===== config.mk =====
export PLATFORM = sky130hd
export DESIGN_NAME = phold_core_fanout
export DESIGN_NICKNAME = d
export VERILOG_FILES = /design/src/rtl/phold_pkg.sv /design/src/rtl/phold_delay_gen.sv /design/src/rtl/phold_core_fanout.sv
export SDC_FILE = /design/constraint.sdc
export NUM_CORES = 1
export LEC_CHECK = 0
export BUFFER_PORTS_ARGS = -buffer_cell sky130_fd_sc_hd__buf_2
export CORE_MARGIN = 2
export CORE_UTILIZATION = 55
export CTS_BUF_LIST = sky130_fd_sc_hd__clkbuf_4
export DETAILED_ROUTE_END_ITERATION = 10
export GPL_ROUTABILITY_DRIVEN = 1
export PLACE_DENSITY = 0.82
export SKIP_CTS_REPAIR_TIMING = 1
export SYNTH_ARGS = -nofsm -noshare
export SYNTH_HDL_FRONTEND = slang
export SYNTH_SLANG_ARGS = --single-unit

===== constraint.sdc =====
create_clock -name clk -period 3 [get_ports clk]
set_input_delay 0 -clock clk [delete_from_list [all_inputs] [get_ports clk]]
set_output_delay 0 -clock clk [all_outputs]
set_load 0.1 [all_outputs]

===== src/rtl/phold_pkg.sv =====
// rtl/phold_pkg.sv - shared types, widths and saturating add for PHOLD cores
package phold_pkg;

    localparam int PHOLD_NIDB      = 3;
    localparam int PHOLD_NRB       = 8;
    localparam int PHOLD_TW        = 16;
    localparam int PHOLD_LOOKAHEAD = 1;
    localparam int PHOLD_EVT_CW    = 16;
    // Working width for timestamp arithmetic; timestamps up to 31 bits are supported.
    localparam int PHOLD_SAT_W     = 32;

    typedef enum logic [2:0] {
        ST_IDLE,
        ST_WORK,
        ST_GEN,
        ST_EMIT,
        ST_DONE
    } phold_state_e;

    // Adds a and b with one guard bit and clamps the result to the largest w-bit value.
    function automatic logic [PHOLD_SAT_W-1:0] sat_add(
        input logic [PHOLD_SAT_W-1:0] a,
        input logic [PHOLD_SAT_W-1:0] b,
        input int                     w
    );
        logic [PHOLD_SAT_W:0] sum;
        logic [PHOLD_SAT_W:0] lim;
        sum = {1'b0, a} + {1'b0, b};
        lim = ({{PHOLD_SAT_W{1'b0}}, 1'b1} << w) - 1'b1;
        return (sum > lim) ? PHOLD_SAT_W'(lim) : PHOLD_SAT_W'(sum);
    endfunction

endpackage


===== src/rtl/phold_delay_gen.sv =====
// rtl/phold_delay_gen.sv - combinational new-event timestamp with delay mode and saturation
module phold_delay_gen
    import phold_pkg::*;
#(
    parameter int NRB       = PHOLD_NRB,
    parameter int TW        = PHOLD_TW,
    parameter int LOOKAHEAD = PHOLD_LOOKAHEAD
) (
    input  logic [TW-1:0]  base_time,
    input  logic [NRB-1:0] random_in,
    input  logic           delay_mode,
    output logic [TW-1:0]  new_time
);

    logic [PHOLD_SAT_W-1:0] delta;

    // Increment is LOOKAHEAD plus the random delay (unless fixed mode); clamp rather than wrap.
    always_comb begin
        delta    = PHOLD_SAT_W'(LOOKAHEAD)
                 + (delay_mode ? {PHOLD_SAT_W{1'b0}} : PHOLD_SAT_W'(random_in));
        new_time = TW'(sat_add(PHOLD_SAT_W'(base_time), delta, TW));
    end

endmodule


===== src/rtl/phold_core_fanout.sv =====
// rtl/phold_core_fanout.sv - PHOLD logical-process core with configurable event fanout
module phold_core_fanout
    import phold_pkg::*;
#(
    parameter int NIDB       = PHOLD_NIDB,
    parameter int NRB        = PHOLD_NRB,
    parameter int TW         = PHOLD_TW,
    parameter int MAX_FANOUT = 4,
    parameter int LOOKAHEAD  = PHOLD_LOOKAHEAD,
    parameter int PROC_LAT   = 2
) (
    input  logic                          clk,
    input  logic                          rst_n,
    input  logic                          event_valid,
    input  logic [NIDB-1:0]               event_id,
    input  logic [TW-1:0]                 event_time,
    input  logic [TW-1:0]                 global_time,
    input  logic [NRB-1:0]                random_in,
    input  logic [NIDB-1:0]               random_tgt,
    input  logic [$clog2(MAX_FANOUT):0]   fanout_cfg,
    input  logic                          delay_mode,
    output logic                          ready,
    output logic [TW-1:0]                 new_event_time,
    output logic [NIDB-1:0]               new_event_target,
    output logic                          new_event_ready,
    input  logic                          ack,
    output logic                          causality_err,
    output logic [PHOLD_EVT_CW-1:0]       evt_count
);

    localparam int FW = $clog2(MAX_FANOUT) + 1;
    localparam int CW = (PROC_LAT > 1) ? $clog2(PROC_LAT) : 1;

    phold_state_e           state_q, state_d;
    logic [NIDB-1:0]        lp_id_q, lp_id_d;
    logic [TW-1:0]          time_q, time_d;
    logic [FW-1:0]          fanout_q, fanout_d;
    logic [CW-1:0]          work_cnt_q, work_cnt_d;
    logic [FW-1:0]          emit_cnt_q, emit_cnt_d;
    logic [TW-1:0]          out_time_q, out_time_d;
    logic [NIDB-1:0]        out_tgt_q, out_tgt_d;
    logic                   out_rdy_q, out_rdy_d;
    logic                   ready_q, ready_d;
    logic                   cerr_q, cerr_d;
    logic [PHOLD_EVT_CW-1:0] evt_cnt_q, evt_cnt_d;

    logic [TW-1:0]          gen_time;
    logic [FW-1:0]          emit_next;
    logic [FW-1:0]          fanout_clamped;

    // The latched LP id is held for the event lifetime but no output consumes it yet.
    logic unused_lp_id;
    assign unused_lp_id = ^lp_id_q;

    phold_delay_gen #(
        .NRB       (NRB),
        .TW        (TW),
        .LOOKAHEAD (LOOKAHEAD)
    ) u_delay_gen (
        .base_time  (time_q),
        .random_in  (random_in),
        .delay_mode (delay_mode),
        .new_time   (gen_time)
    );

    assign emit_next      = emit_cnt_q + 1'b1;
    assign fanout_clamped = (fanout_cfg > FW'(MAX_FANOUT)) ? FW'(MAX_FANOUT) : fanout_cfg;

    // Next-state and next-output logic for the accept / work / generate / emit / done sequence.
    always_comb begin
        state_d    = state_q;
        lp_id_d    = lp_id_q;
        time_d     = time_q;
        fanout_d   = fanout_q;
        work_cnt_d = work_cnt_q;
        emit_cnt_d = emit_cnt_q;
        out_time_d = out_time_q;
        out_tgt_d  = out_tgt_q;
        out_rdy_d  = out_rdy_q;
        ready_d    = ready_q;
        cerr_d     = cerr_q;
        evt_cnt_d  = evt_cnt_q;
        unique case (state_q)
            ST_IDLE: begin
                if (event_valid) begin
                    lp_id_d    = event_id;
                    time_d     = event_time;
                    fanout_d   = fanout_clamped;
                    work_cnt_d = CW'(PROC_LAT - 1);
                    emit_cnt_d = '0;
                    ready_d    = 1'b0;
                    state_d    = ST_WORK;
                    if (event_time < global_time) begin
                        cerr_d = 1'b1;
                    end
                end
            end
            ST_WORK: begin
                if (work_cnt_q == '0) begin
                    state_d = (fanout_q == '0) ? ST_DONE : ST_GEN;
                end else begin
                    work_cnt_d = work_cnt_q - 1'b1;
                end
            end
            ST_GEN: begin
                out_time_d = gen_time;
                out_tgt_d  = random_tgt;
                state_d    = ST_EMIT;
            end
            ST_EMIT: begin
                // Outputs settle for one cycle before the valid flag is raised.
                if (!out_rdy_q) begin
                    out_rdy_d = 1'b1;
                end else if (ack) begin
                    out_rdy_d  = 1'b0;
                    emit_cnt_d = emit_next;
                    state_d    = (emit_next < fanout_q) ? ST_GEN : ST_DONE;
                end
            end
            ST_DONE: begin
                evt_cnt_d = evt_cnt_q + 1'b1;
                ready_d   = 1'b1;
                state_d   = ST_IDLE;
            end
            default: begin
                ready_d = 1'b1;
                state_d = ST_IDLE;
            end
        endcase
    end

    // State and registered outputs; asynchronous reset drops any in-flight event.
    always_ff @(posedge clk or negedge rst_n) begin
        if (!rst_n) begin
            state_q    <= ST_IDLE;
            lp_id_q    <= '0;
            time_q     <= '0;
            fanout_q   <= '0;
            work_cnt_q <= '0;
            emit_cnt_q <= '0;
            out_time_q <= '0;
            out_tgt_q  <= '0;
            out_rdy_q  <= 1'b0;
            ready_q    <= 1'b1;
            cerr_q     <= 1'b0;
            evt_cnt_q  <= '0;
        end else begin
            state_q    <= state_d;
            lp_id_q    <= lp_id_d;
            time_q     <= time_d;
            fanout_q   <= fanout_d;
            work_cnt_q <= work_cnt_d;
            emit_cnt_q <= emit_cnt_d;
            out_time_q <= out_time_d;
            out_tgt_q  <= out_tgt_d;
            out_rdy_q  <= out_rdy_d;
            ready_q    <= ready_d;
            cerr_q     <= cerr_d;
            evt_cnt_q  <= evt_cnt_d;
        end
    end

    assign ready            = ready_q;
    assign new_event_time   = out_time_q;
    assign new_event_target = out_tgt_q;
    assign new_event_ready  = out_rdy_q;
    assign causality_err    = cerr_q;
    assign evt_count        = evt_cnt_q;

endmodule


=== Yosys cells after proc, flatten, opt, wreduce, memory -nomap -nowiden ===
Cells that the tools add are included.

* Input port bits: 54
* Bits in registers: 64
* Output and inout bits: 38
* Logic and storage cells: 61

* Multiplexer cells: 21
* Order comparisons: 4
* Bitwise gates (word level): 1
* Reduce and logical (&&, ||, !) cells: 11
* Add/subtract/negate cells: 5
* Equality and inequality tests: 8

{| class="wikitable"
|+ Operators by type and width
! operator !! count
|-
| $add 16x32->33 || 1
|-
| $gt 33x16->1 const B || 1
|-
| $add 1x32->32 const A || 1
|-
| $mux 3 || 10
|-
| $add 16x1->16 const B || 1
|-
| $lt 16x16->1 || 1
|-
| $mux 16 || 1
|-
| $pmux 3 s4 || 1
|-
| $mux 8 || 1
|-
| $ne 2x2->1 const B || 4
|-
| $reduce_and 4->1 || 2
|-
| $eq 3x2->1 const B || 2
|-
| $logic_not 3->1 || 2
|-
| $pmux 3 s2 || 1
|-
| $reduce_and 2->1 || 3
|-
| $mux 1 || 5
|-
| $pmux 1 s2 || 2
|-
| $reduce_bool 2->1 || 2
|-
| $add 3x1->3 const B || 1
|-
| $eq 3x1->1 const B || 1
|-
| $eq 3x3->1 const B || 1
|-
| $gt 3x3->1 const B || 1
|-
| $lt 3x3->1 || 1
|-
| $reduce_and 3->1 || 1
|-
| 3 further kinds || 3
|}

=== Longest topological paths before layout ===
Gate-level depths: netlist of run 1.

* Depth after elaboration: 6
* Mapped depth: 14
* Gate-level depth less buffers: 13

=== Hierarchy ===
A second synthesis of run 1 with hierarchy kept.

* Cell total of the unflattened synthesis: 353
* Area, all modules: 3771.1 um^2

{| class="wikitable"
|+ Modules (own cells, without submodules)
! module !! times used !! seq. area each (um^2) !! cells an instance !! area an instance (um^2)
|-
| phold_core_fanout || 1 || 1602.8 || 260 || 3106.7
|-
| phold_delay_gen || 1 || 0.0 || 93 || 664.4
|}

=== Least setup slack after synthesis of run 1 ===
Ideal clock, no wire load.

* Kind: input-to-reg
* Start point: input delay_mode
* End point: register out_time_q[15] (netlist: new_event_time[15])
* Required time: 2.901 ns
* Arrival time: 2.146 ns
* Cell stages on the path: 13
* Path buffers: 0
* Library setup time: 0.099 ns
* Path slack: 0.755 ns
* Path through: nand2b_1 -> inv_1 -> ha_1 -> nand3_1 -> nor3_1 -> xnor2_1 -> ha_1 -> a21oi_1 -> a21oi_1 -> a21bo_4 -> a21oi_4 -> a311oi_1 -> a311oi_1

* Longest elaborated chain between the ends: 5

{| class="wikitable"
|+ RTL lines
! item !! RTL line !! source
|-
| from (decl) || phold_core_fanout.sv:21 || <nowiki>input logic delay_mode,</nowiki>
|-
| $mux 8 * || phold_delay_gen.sv:20 || <nowiki>+ (delay_mode ? {PHOLD_SAT_W{1'b0}} : PHOLD_SAT_W'(random_in));</nowiki>
|-
| $add 1x32->32 * || phold_delay_gen.sv:20 ||
|-
| $add 16x32->33 * || phold_pkg.sv:28 || <nowiki>sum = {1'b0, a} + {1'b0, b};</nowiki>
|-
| $gt 33x16->1 || phold_pkg.sv:30 || <nowiki>return (sum > lim) ? PHOLD_SAT_W'(lim) : PHOLD_SAT_W'(sum);</nowiki>
|-
| $mux 16 * || phold_pkg.sv:30 ||
|-
| to (signal assigned) || phold_core_fanout.sv:154 || <nowiki>out_time_q <= out_time_d;</nowiki>
|-
| to (decl) || phold_core_fanout.sv:40 || <nowiki>logic [TW-1:0] out_time_q, out_time_d;</nowiki>
|}

Mark *: on every way between the ends. The rest lies on a longest branch, timed or not.
A chain may end at the register's enable or synchronous reset.

=== Final worst setup path of run 1 ===
* Start point: register time_q[0]
* End point: register out_time_q[15] (netlist: new_event_time[15])

* Longest elaborated chain between the ends: 3

{| class="wikitable"
|+ RTL lines
! item !! RTL line !! source
|-
| from (decl) || phold_core_fanout.sv:36 || <nowiki>logic [TW-1:0] time_q, time_d;</nowiki>
|-
| from (signal assigned) || phold_core_fanout.sv:150 || <nowiki>time_q <= time_d;</nowiki>
|-
| $add 16x32->33 * || phold_pkg.sv:28 ||
|-
| $gt 33x16->1 || phold_pkg.sv:30 ||
|-
| $mux 16 * || phold_pkg.sv:30 ||
|}

Marks and branches as above.

==> reports/qor.txt, run 1 <==
Antenna diodes = 0
CTS Buffer Depth = 2
met2 routed WL = 3.68 mm
remaining antenna violation count = 0
Nets = 569
worst-path maximum fanout = 15
vias = 3000
Clock Latency Late Sink = 0.39 ns
HPWL after DPL = 5.68 mm
area delta synth->final = 23.6%
post-synthesis cell type count = 48
Fin Setup TNS = 0 ns
Rel. slew slack = 0.324
Clk pwr share = 0.112
vias in the first global route = 2819
Die Wd = 85.8 um
sequential power share = 0.319
Critical Path Sink Type = flop
RD Place Congestion = 0.856
Cell Area, Placed = 4180 sq um
Root Buffer = clkbuf_4
CTS Buf Count = 9
count of final max-slew check failures = 0
Pre-Repair DR Iteration Count = 8
first-pass GRT wire length = 12.6 mm
CTS Sinks = 64
I/O pins = 92
main flop type after synthesis = dfrtp_1
RSZ-0062 raised after global routing = false
r2r startpoint = time_q[0]
vias per inst = 5.29
fillcell total = 489
Max-cap violations = 0
PwrDens = 1020 nW/um^2
Crit path arrival time = 2.79 ns
Logic pwr share = 0.569
startpoint types = flop
sequential share of the synthesized area = 0.435
class of the worst hold path = input port to flop
post-route clock period utilization = 0.846
commonest non-fill, non-tap cell in the layout = buf_2
RR Endpoint = new_event_time[15]
std cell rows = 29
Crit Path Category = flop to flop
Worst-Margin Slew = 1.01 ns
port bufs = 88
Mapped Nets = 450
Hold Crit Depth = 4
VDD IR max = 0.538 mV
fmax = 394 MHz
Sequential Area = 1600 sq um
switching power total = 0.00250 W
EDFF count, synth = 0
drt total wl = 7.70 mm
metal3 WL = 332 um
die area = 7370 sq um
Total Routing Usage GR = 0.214
hold_ws = -0.00612 ns
largest net degree at the start of global routing = 49
synth warn = 0
ys async rst share = 1.00
Met1 Routed Length = 3.59 mm
Design Area, Final = 4550 sq um
Starting Density = 0.574
H-tree levels = 3
Final setup violation count = 0
CTS tree = yes
Post-Synthesis Cells = 366
DR WL/cell = 13.6 um
Mean Syn Cell Area = 10.1 sq um
clk_skew = 0.0127 ns
Static Leak = 2.24 nW
Top Metal Used = met4
Mapped Area = 3680 sq um
Multi-input gate area = 1920 sq um
Final min period = 2.54 ns
layout cell share with drive strength beyond 1 = 0.265
GRT Residual Overflow = 0
overall die height = 85.8 um
critical path required time = 3.25 ns
status = finished, violations left
Core ar. = 6420 sq um
failing checks = design-rule violations, negative hold slack
Remaining DRCs = 7
Internal = 0.00216 W
antenna violations before repair = 0
#FFs+latches synth = 64
reg2reg setup slack = 0.46 ns
sw frac = 0.536
CTS clk-pin slew, worst paths = 0.10 ns
capture point of the critical path = new_event_time[15]
crit path launch = time_q[0]
most frequent cells in the layout = 88 x buf_2, 63 x dfrtp_1, 32 x nand2_1, 30 x nor2_1
Hold Violations, Final = 1
Initial DRC Count = 150
r2r worst-path depth = 8
==> per-layer routing <==
metal / GRT usage / vias to the layer above
li1: - / 1520
met4: 0.0736 / 0
met3: 0.0346 / 8
met5: 0 / -
met2: 0.345 / 74
met1: 0.295 / 1398
==> power groups by stage <==
stage	Sequential [W]	Combinational, W	Clock, W
3_3_place_gp	0.00149	0.00256	0
3_5_place_dp	0.00150	0.00262	0
4_1_cts	0.00148	0.00263	0.000535
6_report	0.00148	0.00265	0.000524
5_1_grt	0.00154	0.00287	0.000567
2_1_floorplan	0.00256	0.00108	0
==> flip-flops by register name, indices dropped and copies added, names as in the netlist <==
name	count
emit_cnt_q	3
state_q	3
new_event_ready	1
fanout_q	3
ready	1
new_event_time	16
new_event_target	3
causality_err	1
time_q	16
work_cnt_q	1
evt_count	16
==> cell usage after synthesis, types with 2 or more instances <==
cell       n  share of area
a211oi_1   2         0.0041
o21a_1     3         0.0061
buf_6      2         0.0061
and4_1     4         0.0095
nor3_2     2         0.0054
nor2_1    30          0.031
o211ai_1   2         0.0041
a21oi_1   29          0.039
xnor2_1   24          0.057
o21ai_1    2         0.0027
nor2b_1    5         0.0085
a31oi_1    4         0.0068
and3_1     3         0.0051
ha_1      29          0.099
nand2b_1   9          0.015
xor2_1    10          0.024
nand2_1   32          0.033
dfrtp_1   63           0.43
nand3b_1   2         0.0041
buf_2      3         0.0041
nand3_1   11          0.015
inv_1     26          0.026
a311oi_1   3         0.0071
o21ai_0   13          0.018
buf_4      2         0.0041
nor3_1     4         0.0054
a21o_1     4         0.0082
nand4_1    7          0.012
mux2_2    17          0.052
==> through the flow <==
stage / util / power (W) / cells / setup WS, ns
after floorplan: - / 0.00364 / 366 / 0.755
after global routing: 0.709 / 0.00497 / 567 / 0.272
after CTS: 0.670 / 0.00465 / 542 / 0.445
final: 0.709 / 0.00466 / 567 / 0.463
after detailed placement: 0.651 / 0.00412 / 526 / 0.281
after global placement: 0.651 / 0.00405 / 526 / 0.358
==> critical path, cell delays in order (launching register included) <==
cell	delay (ns)
dfrtp_1	0.41
ha_1	0.23
fa_1	0.43
a211oi_1	0.22
o21ai_1	0.16
o21ai_1	0.18
nand2_1	0.16
a31oi_4	0.44
a311oi_1	0.17
==> worst min-delay path by stage <==
| stage | end | from | slack (ns) |
|---|---|---|---|
| after floorplan | causality_err | rst_n | -0.30 |
| after global placement | new_event_target[0] | random_tgt[0] | 0.19 |
| after detailed placement | new_event_target[2] | random_tgt[2] | 0.21 |
| after CTS | new_event_target[0] | random_tgt[0] | -0.21 |
| after global routing | state_q[0] | event_valid | 0.004 |
| final | state_q[0] | event_valid | -0.006 |
==> logic make-up after synthesis <==
group	after synthesis	share of synthesized area
AO/OA/AOI/OAI	71	0.125
XOR/XNOR	34	0.0808
adder cells (fa/ha/maj)	30	0.104
buffers and inverters	35	0.0438
flip-flops	64	0.435
multiplexers	17	0.0520
AND/OR/NAND/NOR	115	0.159
==> layout make-up <==
type | instances | area share
multi-input cells | 267 | 0.422
flip-flops and latches | 64 | 0.352
repair buffers | 116 | 0.157
inverters | 27 | 0.0223
well taps | 77 | 0.0212
clock buffers | 9 | 0.0148
clock inverters | 7 | 0.0115
Power figures use the tool's default switching activity.
==> inputs of run 2 (changes only) <==
==> constraint.sdc (replaced) <==
create_clock -name clk -period 2.5 [get_ports clk]
set_input_delay 0 -clock clk [delete_from_list [all_inputs] [get_ports clk]]
set_output_delay 0 -clock clk [all_outputs]
set_load 0.1 [all_outputs]
==> run 2 against run 1 <==
The flow finishes with violations (design-rule violations). First-iteration DRC count did not move. Clock power rose by 42%. Highest routed layer unchanged. Power up 25%.
==> reports/qor.txt, run 2 (same netlist as run 1, synthesis figures left out) <==
std cell rows = 29 (unchanged)
clk_skew = 0.0143 ns (was 0.0127 ns)
cell-by-cell trace of the critical path = ha_1 -> fa_1 -> a211oi_1 -> o21ai_1 -> o21ai_1 -> nand2_2 -> a31oi_4 -> buf_12 -> a21oi_1 (was ha_1 -> fa_1 -> a211oi_1 -> o21ai_1 -> o21ai_1 -> nand2_1 -> a31oi_4 -> a311oi_1)
I/O pins = 92 (unchanged)
sequential power share = 0.308 (was 0.319)
crit path buf inv count = 1 (was 0)
DR WL/cell = 13.9 um (was 13.6 um)
fmax = 429 MHz (was 394 MHz)
first-pass GRT wire length = 13.1 mm (was 12.6 mm)
Clk pwr share = 0.128 (was 0.112)
Internal = 0.00277 W (was 0.00216 W)
Crit path arrival time = 2.59 ns (was 2.79 ns)
Antenna diodes = 0 (unchanged)
Total Routing Usage GR = 0.222 (was 0.214)
worst-path maximum fanout = 12 (was 15)
vias in the first global route = 2872 (was 2819)
Core ar. = 6420 sq um (unchanged)
Max-cap violations = 0 (unchanged)
RD Place Congestion = 0.859 (was 0.856)
post-route clock period utilization = 0.933 (was 0.846)
layout cell share with drive strength beyond 1 = 0.285 (was 0.265)
critical path required time = 2.76 ns (was 3.25 ns)
Util after Layout = 0.728 (was 0.709)
Hold Violations, Final = 0 (was 1)
non-filler instance count after layout = 576 (was 567)
Cells after DPL = 533 (was 526)
vias = 3105 (was 3000)
largest net degree at the start of global routing = 48 (was 49)
PwrDens = 1240 nW/um^2 (was 1020 nW/um^2)
fillcell total = 463 (was 489)
Design Area, Final = 4680 sq um (was 4550 sq um)
Rel. slew slack = 0.343 (was 0.324)
Die Wd = 85.8 um (unchanged)
status = finished, violations left (unchanged)
class of the worst hold path = input port to flop (unchanged)
GRT Residual Overflow = 0 (unchanged)
Crit path largest cell delay = 0.43 ns (was 0.44 ns)
drt total wl = 7.99 mm (was 7.70 mm)
Initial DRC Count = 150 (unchanged)
count of final max-slew check failures = 0 (unchanged)
Root Buffer = clkbuf_4 (unchanged)
area delta synth->final = 26.9% (was 23.6%)
switching power total = 0.00303 W (was 0.00250 W)
H-tree levels = 3 (unchanged)
port bufs = 88 (unchanged)
CTS Sinks = 64 (unchanged)
CP max-delay cell = fa_1 (was a31oi_4)
Critical Path Sink Type = flop (unchanged)
remaining antenna violation count = 0 (unchanged)
Logic pwr share = 0.564 (was 0.569)
Final setup violation count = 0 (unchanged)
Starting Density = 0.574 (unchanged)
most frequent cells in the layout = 88 x buf_2, 63 x dfrtp_1, 31 x nand2_1, 30 x nor2_1 (was 88 x buf_2, 63 x dfrtp_1, 32 x nand2_1, 30 x nor2_1)
Crit Path Category = flop to flop (unchanged)
CTS tree = yes (unchanged)
CP delay by family, top = compound AO/OA/AOI/OAI gates (unchanged)
CTS Buf Count = 9 (unchanged)
antenna violations before repair = 0 (unchanged)
VDD IR max = 0.533 mV (was 0.538 mV)
failing checks = design-rule violations (was design-rule violations, negative hold slack)
vias per inst = 5.39 (was 5.29)
most used cell, CP = o21ai_1 (unchanged)
Cell Area, Placed = 4250 sq um (was 4180 sq um)
CTS Buffer Depth = 2 (unchanged)
overall die height = 85.8 um (unchanged)
die area = 7370 sq um (unchanged)
Worst-Margin Slew = 0.986 ns (was 1.01 ns)
RSZ-0062 raised after global routing = false (unchanged)
Nets = 579 (was 569)
sw frac = 0.523 (was 0.536)
CTS clk-pin slew, worst paths = 0.09 ns (was 0.10 ns)
HPWL after DPL = 5.92 mm (was 5.68 mm)
Fin Setup TNS = 0 ns (unchanged)
Static Leak = 2.31 nW (was 2.24 nW)
Clock Latency Late Sink = 0.38 ns (was 0.39 ns)
startpoint types = flop (unchanged)
commonest non-fill, non-tap cell in the layout = buf_2 (unchanged)
Pre-Repair DR Iteration Count = 9 (was 8)
Final min period = 2.33 ns (was 2.54 ns)
Remaining DRCs = 7 (unchanged)
[run 2: power by group through the flow]
| stage | Sequential [W] | Combinational, W | Clock [W] |
|---|---|---|---|
| after floorplan | 0.00307 | 0.00129 | 0 |
| after global placement | 0.00178 | 0.00314 | 0 |
| after detailed placement | 0.00181 | 0.00321 | 0 |
| after CTS | 0.00179 | 0.00323 | 0.000763 |
| after global routing | 0.00186 | 0.00354 | 0.000810 |
| final | 0.00179 | 0.00327 | 0.000744 |
[run 2: worst paths after layout]
check                      slack [ns]             endpoint  cells after the start           startpoint
max                              0.17    new_event_time[9]                      9            time_q[0]
max reg2reg                      0.17    new_event_time[9]                      9            time_q[0]
min reg2reg                      0.48  new_event_target[1]                      2  new_event_target[1]
max in group asynchronous        1.47            time_q[7]                      3                rst_n
min in group asynchronous        0.31         evt_count[9]                      2                rst_n
min                              0.16        causality_err                      6      global_time[11]
[run 2: area by class of cell]
| type | count | area, sq um | share of cell area |
|---|---|---|---|
| Multi-Input combinational cell | 267 | 1920 | 0.411 |
| Sequential cell | 64 | 1600 | 0.343 |
| Timing Repair Buffer | 126 | 806 | 0.172 |
| Inverter | 27 | 101 | 0.0217 |
| Tap cell | 77 | 96.3 | 0.0206 |
| Clock buffer | 10 | 75.1 | 0.0161 |
| Clock inverter | 5 | 72.6 | 0.0155 |
[run 2: routing by layer]
metal | up-vias | part of all wire | GRT usage
met5 | - | 0 | 0
met4 | 0 | 0.012 | 0.0808
met3 | 10 | 0.054 | 0.0375
met2 | 112 | 0.48 | 0.354
met1 | 1449 | 0.45 | 0.307
li1 | 1534 | - | -
[run 2: tightest hold or removal path, delay by kind of cell]
family / cells / cell delay (ns)
AND/OR/NAND/NOR: 1 / 0.09
buffers and inverters: 2 / 0.13
adder cells (fa/ha/maj): 1 / 0.12
AO/OA/AOI/OAI: 2 / 0.16
[run 2: per-stage QoR]
step	power (W)	hold slack, ns	worst slack (ns)
2_1_floorplan	0.00436	-0.296	0.255
3_3_place_gp	0.00492	0.192	0.0778
3_5_place_dp	0.00502	0.205	-0.0148
4_1_cts	0.00578	-0.213	0.0802
5_1_grt	0.00621	0.217	0.0153
6_report	0.00580	0.165	0.169
